$ cat config.mk
export PLATFORM = sky130hd
export DESIGN_NAME = i2c_bit_shifter_flat
export DESIGN_NICKNAME = d
export VERILOG_FILES = /design/src/rtl/i2c_bit_shifter_if.sv /design/src/rtl/i2c_bit_shifter.sv /design/src/flat_wrapper.sv
export SDC_FILE = /design/constraint.sdc
export NUM_CORES = 1
export LEC_CHECK = 0
export CORE_MARGIN = 5
export CORE_UTILIZATION = 55
export DETAILED_ROUTE_END_ITERATION = 16
export PLACE_DENSITY = 0.78
export SLEW_MARGIN = 20
export SYNTH_ARGS = -nofsm -noshare
export SYNTH_HDL_FRONTEND = slang
export SYNTH_SLANG_ARGS = --single-unit
$ cat constraint.sdc
create_clock -name clk -period 2.46 [get_ports clk]
set_clock_uncertainty 0.1 [all_clocks]
set_input_delay 0.246 -clock clk [delete_from_list [all_inputs] [get_ports clk]]
set_output_delay 0.246 -clock clk [all_outputs]
set_load 0.01 [all_outputs]
$ cat src/rtl/i2c_bit_shifter_if.sv
// Bus-side signal bundle for the I2C receive front end.
// The slave modport is the DUT view; the master modport is the pad/consumer view.
interface i2c_bit_shifter_if;
    logic       scl_in;
    logic       sda_in;
    logic       ack_en;
    logic       sda_oe;
    logic [7:0] rx_data;
    logic       rx_valid;
    logic       rx_ready;
    logic       bit_tick;
    logic       start_det;
    logic       stop_det;
    logic       busy;
    logic       overrun;

    modport slave (
        input  scl_in, sda_in, ack_en, rx_ready,
        output sda_oe, rx_data, rx_valid, bit_tick, start_det, stop_det, busy, overrun
    );

    modport master (
        output scl_in, sda_in, ack_en, rx_ready,
        input  sda_oe, rx_data, rx_valid, bit_tick, start_det, stop_det, busy, overrun
    );
endinterface

$ cat src/rtl/i2c_bit_shifter.sv
// Oversampled I2C receiver: synchronise and deglitch SCL/SDA, detect START/STOP,
// shift bytes MSB first, drive the ACK bit and hand bytes out on valid/ready.
module i2c_bit_shifter #(
    parameter int SYNC_STAGES = 2,
    parameter int FILT_LEN    = 3
) (
    input  logic             clk,
    input  logic             rst_n,
    i2c_bit_shifter_if.slave bus
);
    typedef enum logic [1:0] {IDLE, SHIFT, ACK_SETUP, ACK_HOLD} state_t;

    localparam logic [3:0] FILT_LAST = 4'(FILT_LEN - 1);

    logic [SYNC_STAGES-1:0] scl_sync_q, scl_sync_d, sda_sync_q, sda_sync_d;
    logic [3:0]             scl_cnt_q, scl_cnt_d, sda_cnt_q, sda_cnt_d;
    logic                   scl_filt_q, scl_filt_d, sda_filt_q, sda_filt_d;
    logic                   scl_prev_q, scl_prev_d, sda_prev_q, sda_prev_d;
    logic                   scl_rise, scl_fall, sda_rise, sda_fall;
    logic                   start_cond, stop_cond, accepted;

    state_t     state_q, state_d;
    logic [6:0] shreg_q, shreg_d;
    logic [7:0] byte_new;
    logic [7:0] rx_data_q, rx_data_d;
    logic [3:0] bit_cnt_q, bit_cnt_d;
    logic       ack_ok_q, ack_ok_d;
    logic       sda_oe_q, sda_oe_d;
    logic       rx_valid_q, rx_valid_d;
    logic       overrun_q, overrun_d;
    logic       bit_tick_q, bit_tick_d;
    logic       start_det_q, start_det_d;
    logic       stop_det_q, stop_det_d;

    // Synchroniser shift, then a per-line stability counter: the filtered level
    // follows the synced level only after FILT_LEN consecutive disagreeing cycles.
    always_comb begin
        scl_sync_d = {scl_sync_q[SYNC_STAGES-2:0], bus.scl_in};
        sda_sync_d = {sda_sync_q[SYNC_STAGES-2:0], bus.sda_in};
        scl_filt_d = scl_filt_q;
        sda_filt_d = sda_filt_q;
        scl_cnt_d  = '0;
        sda_cnt_d  = '0;
        if (scl_sync_q[SYNC_STAGES-1] != scl_filt_q) begin
            if (scl_cnt_q == FILT_LAST) scl_filt_d = scl_sync_q[SYNC_STAGES-1];
            else                        scl_cnt_d  = scl_cnt_q + 4'd1;
        end
        if (sda_sync_q[SYNC_STAGES-1] != sda_filt_q) begin
            if (sda_cnt_q == FILT_LAST) sda_filt_d = sda_sync_q[SYNC_STAGES-1];
            else                        sda_cnt_d  = sda_cnt_q + 4'd1;
        end
        scl_prev_d = scl_filt_q;
        sda_prev_d = sda_filt_q;
    end

    assign scl_rise   =  scl_filt_q & ~scl_prev_q;
    assign scl_fall   = ~scl_filt_q &  scl_prev_q;
    assign sda_rise   =  sda_filt_q & ~sda_prev_q;
    assign sda_fall   = ~sda_filt_q &  sda_prev_q;
    assign start_cond = sda_fall & scl_filt_q;
    assign stop_cond  = sda_rise & scl_filt_q;

    // The 8th bit goes straight into rx_data, so seven stored bits suffice.
    assign byte_new = {shreg_q, sda_filt_q};
    // A consume in the same cycle as the load frees the slot, so the byte is taken.
    assign accepted = !rx_valid_q || bus.rx_ready;

    always_comb begin
        state_d     = state_q;
        shreg_d     = shreg_q;
        bit_cnt_d   = bit_cnt_q;
        ack_ok_d    = ack_ok_q;
        sda_oe_d    = sda_oe_q;
        rx_data_d   = rx_data_q;
        rx_valid_d  = rx_valid_q;
        overrun_d   = overrun_q;
        bit_tick_d  = 1'b0;
        start_det_d = 1'b0;
        stop_det_d  = 1'b0;

        if (rx_valid_q && bus.rx_ready) rx_valid_d = 1'b0;

        if (start_cond) begin
            start_det_d = 1'b1;
            bit_cnt_d   = 4'd0;
            sda_oe_d    = 1'b0;
            state_d     = SHIFT;
        end else if (stop_cond) begin
            stop_det_d = 1'b1;
            sda_oe_d   = 1'b0;
            state_d    = IDLE;
        end else begin
            unique case (state_q)
                SHIFT: begin
                    if (scl_rise) begin
                        bit_tick_d = 1'b1;
                        shreg_d    = byte_new[6:0];
                        if (bit_cnt_q == 4'd7) begin
                            bit_cnt_d = 4'd8;
                            ack_ok_d  = bus.ack_en && accepted;
                            state_d   = ACK_SETUP;
                            if (accepted) begin
                                rx_data_d  = byte_new;
                                rx_valid_d = 1'b1;
                            end else begin
                                overrun_d  = 1'b1;
                            end
                        end else begin
                            bit_cnt_d = bit_cnt_q + 4'd1;
                        end
                    end
                end
                ACK_SETUP: begin
                    if (scl_fall) begin
                        sda_oe_d = ack_ok_q;
                        state_d  = ACK_HOLD;
                    end
                end
                ACK_HOLD: begin
                    if (scl_rise) bit_tick_d = 1'b1;
                    if (scl_fall) begin
                        sda_oe_d  = 1'b0;
                        bit_cnt_d = 4'd0;
                        state_d   = SHIFT;
                    end
                end
                default: ;
            endcase
        end
    end

    always_ff @(posedge clk or negedge rst_n) begin
        if (!rst_n) begin
            scl_sync_q  <= '1;
            sda_sync_q  <= '1;
            scl_cnt_q   <= '0;
            sda_cnt_q   <= '0;
            scl_filt_q  <= 1'b1;
            sda_filt_q  <= 1'b1;
            scl_prev_q  <= 1'b1;
            sda_prev_q  <= 1'b1;
            state_q     <= IDLE;
            shreg_q     <= '0;
            bit_cnt_q   <= '0;
            ack_ok_q    <= 1'b0;
            sda_oe_q    <= 1'b0;
            rx_data_q   <= 8'h00;
            rx_valid_q  <= 1'b0;
            overrun_q   <= 1'b0;
            bit_tick_q  <= 1'b0;
            start_det_q <= 1'b0;
            stop_det_q  <= 1'b0;
        end else begin
            scl_sync_q  <= scl_sync_d;
            sda_sync_q  <= sda_sync_d;
            scl_cnt_q   <= scl_cnt_d;
            sda_cnt_q   <= sda_cnt_d;
            scl_filt_q  <= scl_filt_d;
            sda_filt_q  <= sda_filt_d;
            scl_prev_q  <= scl_prev_d;
            sda_prev_q  <= sda_prev_d;
            state_q     <= state_d;
            shreg_q     <= shreg_d;
            bit_cnt_q   <= bit_cnt_d;
            ack_ok_q    <= ack_ok_d;
            sda_oe_q    <= sda_oe_d;
            rx_data_q   <= rx_data_d;
            rx_valid_q  <= rx_valid_d;
            overrun_q   <= overrun_d;
            bit_tick_q  <= bit_tick_d;
            start_det_q <= start_det_d;
            stop_det_q  <= stop_det_d;
        end
    end

    assign bus.sda_oe    = sda_oe_q;
    assign bus.rx_data   = rx_data_q;
    assign bus.rx_valid  = rx_valid_q;
    assign bus.bit_tick  = bit_tick_q;
    assign bus.start_det = start_det_q;
    assign bus.stop_det  = stop_det_q;
    assign bus.busy      = (state_q != IDLE);
    assign bus.overrun   = overrun_q;
endmodule
$ cat src/flat_wrapper.sv
// flat-port wrapper written by rule: the top's interface ports become plain ports
module i2c_bit_shifter_flat 
#(
    parameter int SYNC_STAGES = 2,
    parameter int FILT_LEN    = 3
)
  (clk, rst_n, bus_scl_in, bus_sda_in, bus_ack_en, bus_rx_ready, bus_sda_oe, bus_rx_data, bus_rx_valid, bus_bit_tick, bus_start_det, bus_stop_det, bus_busy, bus_overrun);
  i2c_bit_shifter_if bus_i ();
  input  logic clk;
  input  logic rst_n;
  input wire logic [$bits(bus_i.scl_in)-1:0] bus_scl_in;
  input wire logic [$bits(bus_i.sda_in)-1:0] bus_sda_in;
  input wire logic [$bits(bus_i.ack_en)-1:0] bus_ack_en;
  input wire logic [$bits(bus_i.rx_ready)-1:0] bus_rx_ready;
  output wire logic [$bits(bus_i.sda_oe)-1:0] bus_sda_oe;
  output wire logic [$bits(bus_i.rx_data)-1:0] bus_rx_data;
  output wire logic [$bits(bus_i.rx_valid)-1:0] bus_rx_valid;
  output wire logic [$bits(bus_i.bit_tick)-1:0] bus_bit_tick;
  output wire logic [$bits(bus_i.start_det)-1:0] bus_start_det;
  output wire logic [$bits(bus_i.stop_det)-1:0] bus_stop_det;
  output wire logic [$bits(bus_i.busy)-1:0] bus_busy;
  output wire logic [$bits(bus_i.overrun)-1:0] bus_overrun;
  assign bus_i.scl_in = bus_scl_in;
  assign bus_i.sda_in = bus_sda_in;
  assign bus_i.ack_en = bus_ack_en;
  assign bus_i.rx_ready = bus_rx_ready;
  assign bus_sda_oe = bus_i.sda_oe;
  assign bus_rx_data = bus_i.rx_data;
  assign bus_rx_valid = bus_i.rx_valid;
  assign bus_bit_tick = bus_i.bit_tick;
  assign bus_start_det = bus_i.start_det;
  assign bus_stop_det = bus_i.stop_det;
  assign bus_busy = bus_i.busy;
  assign bus_overrun = bus_i.overrun;
  i2c_bit_shifter #(.SYNC_STAGES(SYNC_STAGES), .FILT_LEN(FILT_LEN)) u_core (.clk(clk), .rst_n(rst_n), .bus(bus_i));
endmodule
Yosys cells after proc, flatten, opt, wreduce, memory -nomap -nowiden
Index checks and enable logic that the tools add are counted.
{"block": "totals", "reg_bits": 44, "latchBits": 0, "mem_bits_rw": 0, "rom_bits": 0, "output_inout_bits": 15, "n_memories": 0}
{"block": "op_classes", "n_addsub": 3, "mul": 0, "n_div": 0, "order_cmp": 0, "eq_ne": 15, "shift": 0, "n_mux": 36, "bitwise": 13, "n_reduce_logical": 18}
{"op": "two-way mux 4 bit", "n": 9}
{"op": "two-way mux 1 bit", "n": 18}
{"op": "inequality test 4 x 1 -> 1 bit (second input constant)", "n": 4}
{"op": "adder 4 x 1 -> 4 bit (second input constant)", "n": 3}
{"op": "two-way mux 2 bit", "n": 6}
{"op": "AND reduction 6 bit", "n": 2}
{"op": "AND reduction 5 bit", "n": 2}
{"op": "== test 4 x 2 -> 1 bit (second input constant)", "n": 2}
{"op": "case mux 4 bit (2 select lines)", "n": 1}
{"op": "AND reduction 4 bit", "n": 2}
{"op": "NOT 1 bit", "n": 7}
{"op": "bitwise AND 1 bit", "n": 6}
{"op": "inequality test 3 x 1 -> 1 bit (second input constant)", "n": 2}
{"op": "case mux 2 bit (3 select lines)", "n": 1}
{"op": "nonzero test 5 bit", "n": 1}
{"op": "== test 2 bit (second input constant)", "n": 2}
{"op": "== test 4 x 3 -> 1 bit (second input constant)", "n": 1}
{"op": "AND reduction 2 bit", "n": 2}
{"op": "nonzero test 4 bit", "n": 1}
{"op": "AND reduction 3 bit", "n": 1}
{"op": "nonzero test 3 bit", "n": 1}
{"op": "== test 2 x 1 -> 1 bit (second input constant)", "n": 1}
{"op": "logical AND 1 bit", "n": 2}
{"op": "inequality test 1 bit", "n": 2}
{"op": "other kinds (6)", "n": 6}

Depth between registers and ports, before layout
{"block": "logic_depth", "word_depth": 8, "ltp_mapped": 9, "ltp_nobuf": 7}

Least setup slack after synthesis
Ideal clock, no wire load.
{"block": "synth_path", "path_type": "register to register", "from": "register u_core.sda_filt_q", "to": "register u_core.rx_data_q[0], in the netlist u_core.bus.rx_data[0]", "setup_time_ps": 125, "arrival_time_ps": 2013, "slack_ps": 222, "stages_incl_launch_ff": 9, "n_path_buf": 3, "path_cell_list": "dfstp_2 -> buf_6 -> xor2_2 -> or3_1 -> buf_6 -> or2_4 -> nor2b_4 -> buf_12 -> mux2_4"}
{"block": "synth_between", "elab_chain_cells": 5, "elab_cells_between_ends": 8, "cone_classes": "bitwise: 7; reduce/logical: 1"}
{"item": "start: declaration", "line": "i2c_bit_shifter.sv:17", "text": "logic scl_filt_q, scl_filt_d, sda_filt_q, sda_filt_d;"}
{"item": "start signal: assignment", "line": "i2c_bit_shifter.sv:159", "text": "sda_filt_q <= sda_filt_d;"}
{"item": "NOT 1 bit", "line": "i2c_bit_shifter.sv:59", "text": "assign sda_fall = ~sda_filt_q & sda_prev_q;"}
{"item": "bitwise AND 1 bit", "line": "i2c_bit_shifter.sv:59"}
{"item": "bitwise AND 1 bit", "line": "i2c_bit_shifter.sv:60", "text": "assign start_cond = sda_fall & scl_filt_q;"}
{"item": "NOT 1 bit (no line)"}
{"item": "AND reduction 6 bit (no line)"}
{"item": "end signal: assignment", "line": "i2c_bit_shifter.sv:167", "text": "rx_data_q <= rx_data_d;"}
{"item": "end: declaration", "line": "i2c_bit_shifter.sv:25", "text": "logic [7:0] rx_data_q, rx_data_d;"}
Several ways; a longest one is shown, not always the timed one.
A chain may end at the register's enable or synchronous reset.

Final worst setup path
{"block": "layout_path", "from": "register u_core.state_q[1]", "to": "register u_core.rx_data_q[4], in the netlist u_core.bus.rx_data[4]"}
{"block": "layout_between", "elab_chain_cells": 2}
{"item": "start: declaration", "line": "i2c_bit_shifter.sv:22", "text": "state_t state_q, state_d;"}
{"item": "start signal: assignment", "line": "i2c_bit_shifter.sv:162", "text": "state_q <= state_d;"}
{"item": "== test 2 x 1 -> 1 bit", "line": "i2c_bit_shifter.sv:93", "text": "unique case (state_q)"}
{"item": "AND reduction 6 bit (no line)"}
No other way between the ends.

==> impl_summary.txt <==
----------------------------------------------------
[Synth]
  Flip-flop cell with the highest count after synthesis ... sky130_fd_sc_hd__dfrtp_1
  Async set-or-reset flop fraction in the synthesized netlist ... 100%
  Sequential fraction of the synthesis area ... 55.8%
  Area share of the leading cell type in the synthesized netlist ... a little under half
  Post-synthesis cell type with the largest combined area ... sky130_fd_sc_hd__dfrtp_1
  Mean post-synth cell area ... 12.5 um^2
  Biggest area contributors in the synthesized netlist ... sky130_fd_sc_hd__dfrtp_1 (45%), sky130_fd_sc_hd__dfstp_2 (11%), sky130_fd_sc_hd__mux2_4 (6.0%)
  Gate Count Post-Synth ... 159
  Number of warnings reported in the yosys synthesis log ... 0
  Synth unique cells ... 41
  Mapped Area ... 0.00199 mm^2
  Number of flip-flops and latches in the synthesized netlist ... 44
  Net count after synthesis ... 174
  Number of enable-type register cells in the synthesized netlist ... 0

[Finish]
  Fraction of final layout cells with drive strength greater than 1 ... 23.9%
  P&R area growth vs syn ... 14.3%
  Final #Nets ... 198
  Most common cell after layout, fill and taps aside ... sky130_fd_sc_hd__dfrtp_1
  Diodes inserted ... 0
  Leading cell types in the layout, fill and taps excluded ... sky130_fd_sc_hd__dfrtp_1 (36), sky130_fd_sc_hd__clkdlybuf4s50_1 (19), sky130_fd_sc_hd__nor2_1 (15)
  Final Non-Filler Cells ... 230
  Fill cell instance count of the final layout ... 270

[Clocking]
  Deepest clock path buffer count ... 2
  Number of CTS-inserted buffers ... 5
  Buffer cell driving the clock tree root ... sky130_fd_sc_hd__clkbuf_4
  Clock insertion delay at the later pin of the skew report ... approximately 0.36 ns
  Clock sink count ... 44
  # resized after CTS ... 0
  # H-tree levels ... 2
  Clock tree from TritonCTS ... done
  Clk slew on worst S/H paths ... 0.13 ns

[Hold path]
  Startpoint of the lowest-slack hold path ... bus_scl_in
  Min-Delay Endpoint ... u_core.scl_sync_q[0]
  Number of instances on the worst hold path ... 1
  Type of the worst min-delay path ... in2reg

[Run status]
  Run status ... completed

[Drt]
  Post-detailed-routing wire length ... roughly 3.3 mm
  1st-iter DRT viols ... 48
  Total iterations of the first detailed-routing run ... 4
  Number of DRC violations after detailed routing ... 0
  Final ANT Viol Nets ... 0
  Via count normalized by instance count ... 5.26
  Overall via count from detail_route ... 1210
  Average wire length per cell after detail routing ... 14.4 um

[Critical path]
  CP Max Fanout ... 8
  Startpoint of the most critical register-to-register path ... u_core.state_q[1]
  Kind of critical path ... reg2reg
  Endpoint of the lowest-slack register-to-register path ... u_core.bus.rx_data[4]
  Worst-case reg-to-reg path depth ... 7
  Sort of element at the start of the critical path ... flip-flop
  Worst-case register-to-register setup slack ... roughly 0.12 ns
  Data required time at the worst endpoint ... 2.60 ns
  Category of the worst setup path capture point ... flip-flop
  Arrival time reported for the critical path endpoint ... 2.48 ns

[STA]
  Period utilization ... 95.1%
  Setup repair after global routing missed its margin ... no
  Setup TNS ... 0 ns
  Actual slew at the worst max-slew pin ... 0.933 ns
  Post-layout min period ... 2.34 ns
  Least setup slack across all paths after layout ... 0.122 ns
  Final hold viol count ... 0
  Setup violators final ... 0
  Upper clock frequency limit ... 428 MHz
  Relative slew slack ... 37.8%
  Count of final max-slew check failures ... 0

[Place]
  Worst-case setup slack after placement ... between 0.15 and 0.2 ns
  IO Port Bufs ... 20
  Number of placed instances with taps included ... 221
  Final GP Congestion ... 0.869
  Post-DP HPWL ... between 2 and 2.5 mm

[Global route]
  Via count of the first global-routing pass ... 1278
  Overflow left after global routing ... 0
  Maximum number of pins on one net before global-route repair ... 45
  Global-route wire length before repair ... 5.87 mm
  Gr usage total ... 15.1%
  Number of antenna violations at the first check in global routing ... 0

[Floorplan]
  Top-level port count ... 21
  Area enclosed by the die boundary ... 0.00492 mm^2
  Floorplan die height ... 70.2 um
  Initial standard-cell utilization of the core ... between 50% and 60%
  Floorplan core area ... 0.00342 mm^2
  Chip width ... 70.2 um
  Std cell rows ... 21

[Pwr]
  Leakage Power ... 1.09 nW
  Total power of the final layout ... 2.27 mW
  Power per Cell Area ... 997 mW/mm^2
  Worst supply voltage drop on vdd ... 0.530 mV

[Job]
  Count of max-cap constraint violations ... 0

----------------------------------------------------
==> metrics by stage <==
step	area (um^2)	hold WS [ns]	utilization, %
2_1_floorplan	1990	-0.150	-
3_3_place_gp	2200	0.248	64.5
3_5_place_dp	2200	0.247	64.5
4_1_cts	2280	0.172	66.6
5_1_grt	2280	0.167	66.6
6_report	2280	0.186	66.6
==> critical path: stages (launching register included) <==
cell	delay, ns
sky130_fd_sc_hd__dfrtp_1	0.44
sky130_fd_sc_hd__inv_1	0.09
sky130_fd_sc_hd__ha_1	0.22
sky130_fd_sc_hd__inv_1	0.06
sky130_fd_sc_hd__or3_1	0.40
sky130_fd_sc_hd__or2_4	0.27
sky130_fd_sc_hd__nor2b_4	0.31
sky130_fd_sc_hd__mux2_4	0.33
==> worst max-delay path by stage <==
stage | startpoint | endpoint | slack, ns | cells past startpoint
after global routing | u_core.state_q[1] | u_core.bus.rx_data[4] | 0.03 | 7
after floorplan | u_core.sda_filt_q | u_core.bus.rx_data[0] | 0.22 | 8
after detailed placement | u_core.state_q[1] | u_core.bus.rx_data[4] | 0.16 | 7
after CTS | u_core.state_q[1] | u_core.bus.rx_data[4] | 0.12 | 7
final | u_core.state_q[1] | u_core.bus.rx_data[4] | 0.12 | 7
after global placement | u_core.state_q[1] | u_core.bus.rx_data[0] | 0.24 | 7
==> flip-flops by register name, indices dropped and copies added, names as in the netlist, 2 cells and up <==
name and cells:
u_core.bus.rx_data 8, u_core.shreg_q 7, u_core.bit_cnt_q 4, u_core.scl_cnt_q 4, u_core.sda_cnt_q 4, u_core.scl_sync_q 2
u_core.sda_sync_q 2, u_core.state_q 2
==> layout make-up <==
| type | instances | area (um^2) | share of cell area (%) |
|---|---|---|---|
| well taps | 46 | 57.6 | 2.53 |
| clock inverters | 2 | 10.0 | 0.440 |
| inverters | 8 | 30.0 | 1.32 |
| multi-input cells | 101 | 796 | 35.0 |
| clock buffers | 6 | 51.3 | 2.25 |
| flip-flops and latches | 44 | 1110 | 48.8 |
| repair buffers | 23 | 220 | 9.68 |
==> power by group <==
part	internal (mW)	leakage, nW	switching, mW
Combinational	0.401	0.484	0.424
Sequential	0.915	0.566	0.167
Clock	0.136	0.0380	0.227
Total	1.45	1.09	0.818
==> Yosys cell counts, types with 2 or more instances <==
| master | instances |
|---|---|
| sky130_fd_sc_hd__nand4_1 | 2 |
| sky130_fd_sc_hd__a21o_1 | 2 |
| sky130_fd_sc_hd__dfrtp_1 | 36 |
| sky130_fd_sc_hd__a21oi_1 | 6 |
| sky130_fd_sc_hd__inv_1 | 8 |
| sky130_fd_sc_hd__o21ai_0 | 5 |
| sky130_fd_sc_hd__dfstp_2 | 8 |
| sky130_fd_sc_hd__nor2_1 | 15 |
| sky130_fd_sc_hd__mux2_4 | 8 |
| sky130_fd_sc_hd__buf_6 | 2 |
| sky130_fd_sc_hd__mux2_2 | 10 |
| sky130_fd_sc_hd__xor2_1 | 4 |
| sky130_fd_sc_hd__nand3_1 | 3 |
| sky130_fd_sc_hd__xnor2_1 | 2 |
| sky130_fd_sc_hd__ha_1 | 9 |
| sky130_fd_sc_hd__clkbuf_1 | 3 |
| sky130_fd_sc_hd__nand2_1 | 11 |
| sky130_fd_sc_hd__nand2b_1 | 2 |
==> logic make-up after synthesis <==
logic type               count (synthesis)  share of synthesized area (%)
AND/OR/NAND/NOR                         46                           12.3
AO/OA/AOI/OAI                           20                           6.41
adder cells (fa/ha/maj)                  9                           5.66
buffers and inverters                   14                           4.21
XOR/XNOR                                 7                           3.46
flip-flops                              44                           55.8
multiplexers                            19                           12.2
==> what timing repair did <==
action | CTS | global route
hold endpoints to repair | 36 | 0
hold buffers | 1 | 0
buffers inserted | 0 | 0
==> layer usage <==
layer	vias up	part of all wire, %	GRT usage, %
li1	585	-	-
met1	599	44	17.9
met2	18	50	25.4
met3	8	3.6	4.88
met4	0	2.0	5.74
met5	-	0	0
(Power assumes the default switching activity.)
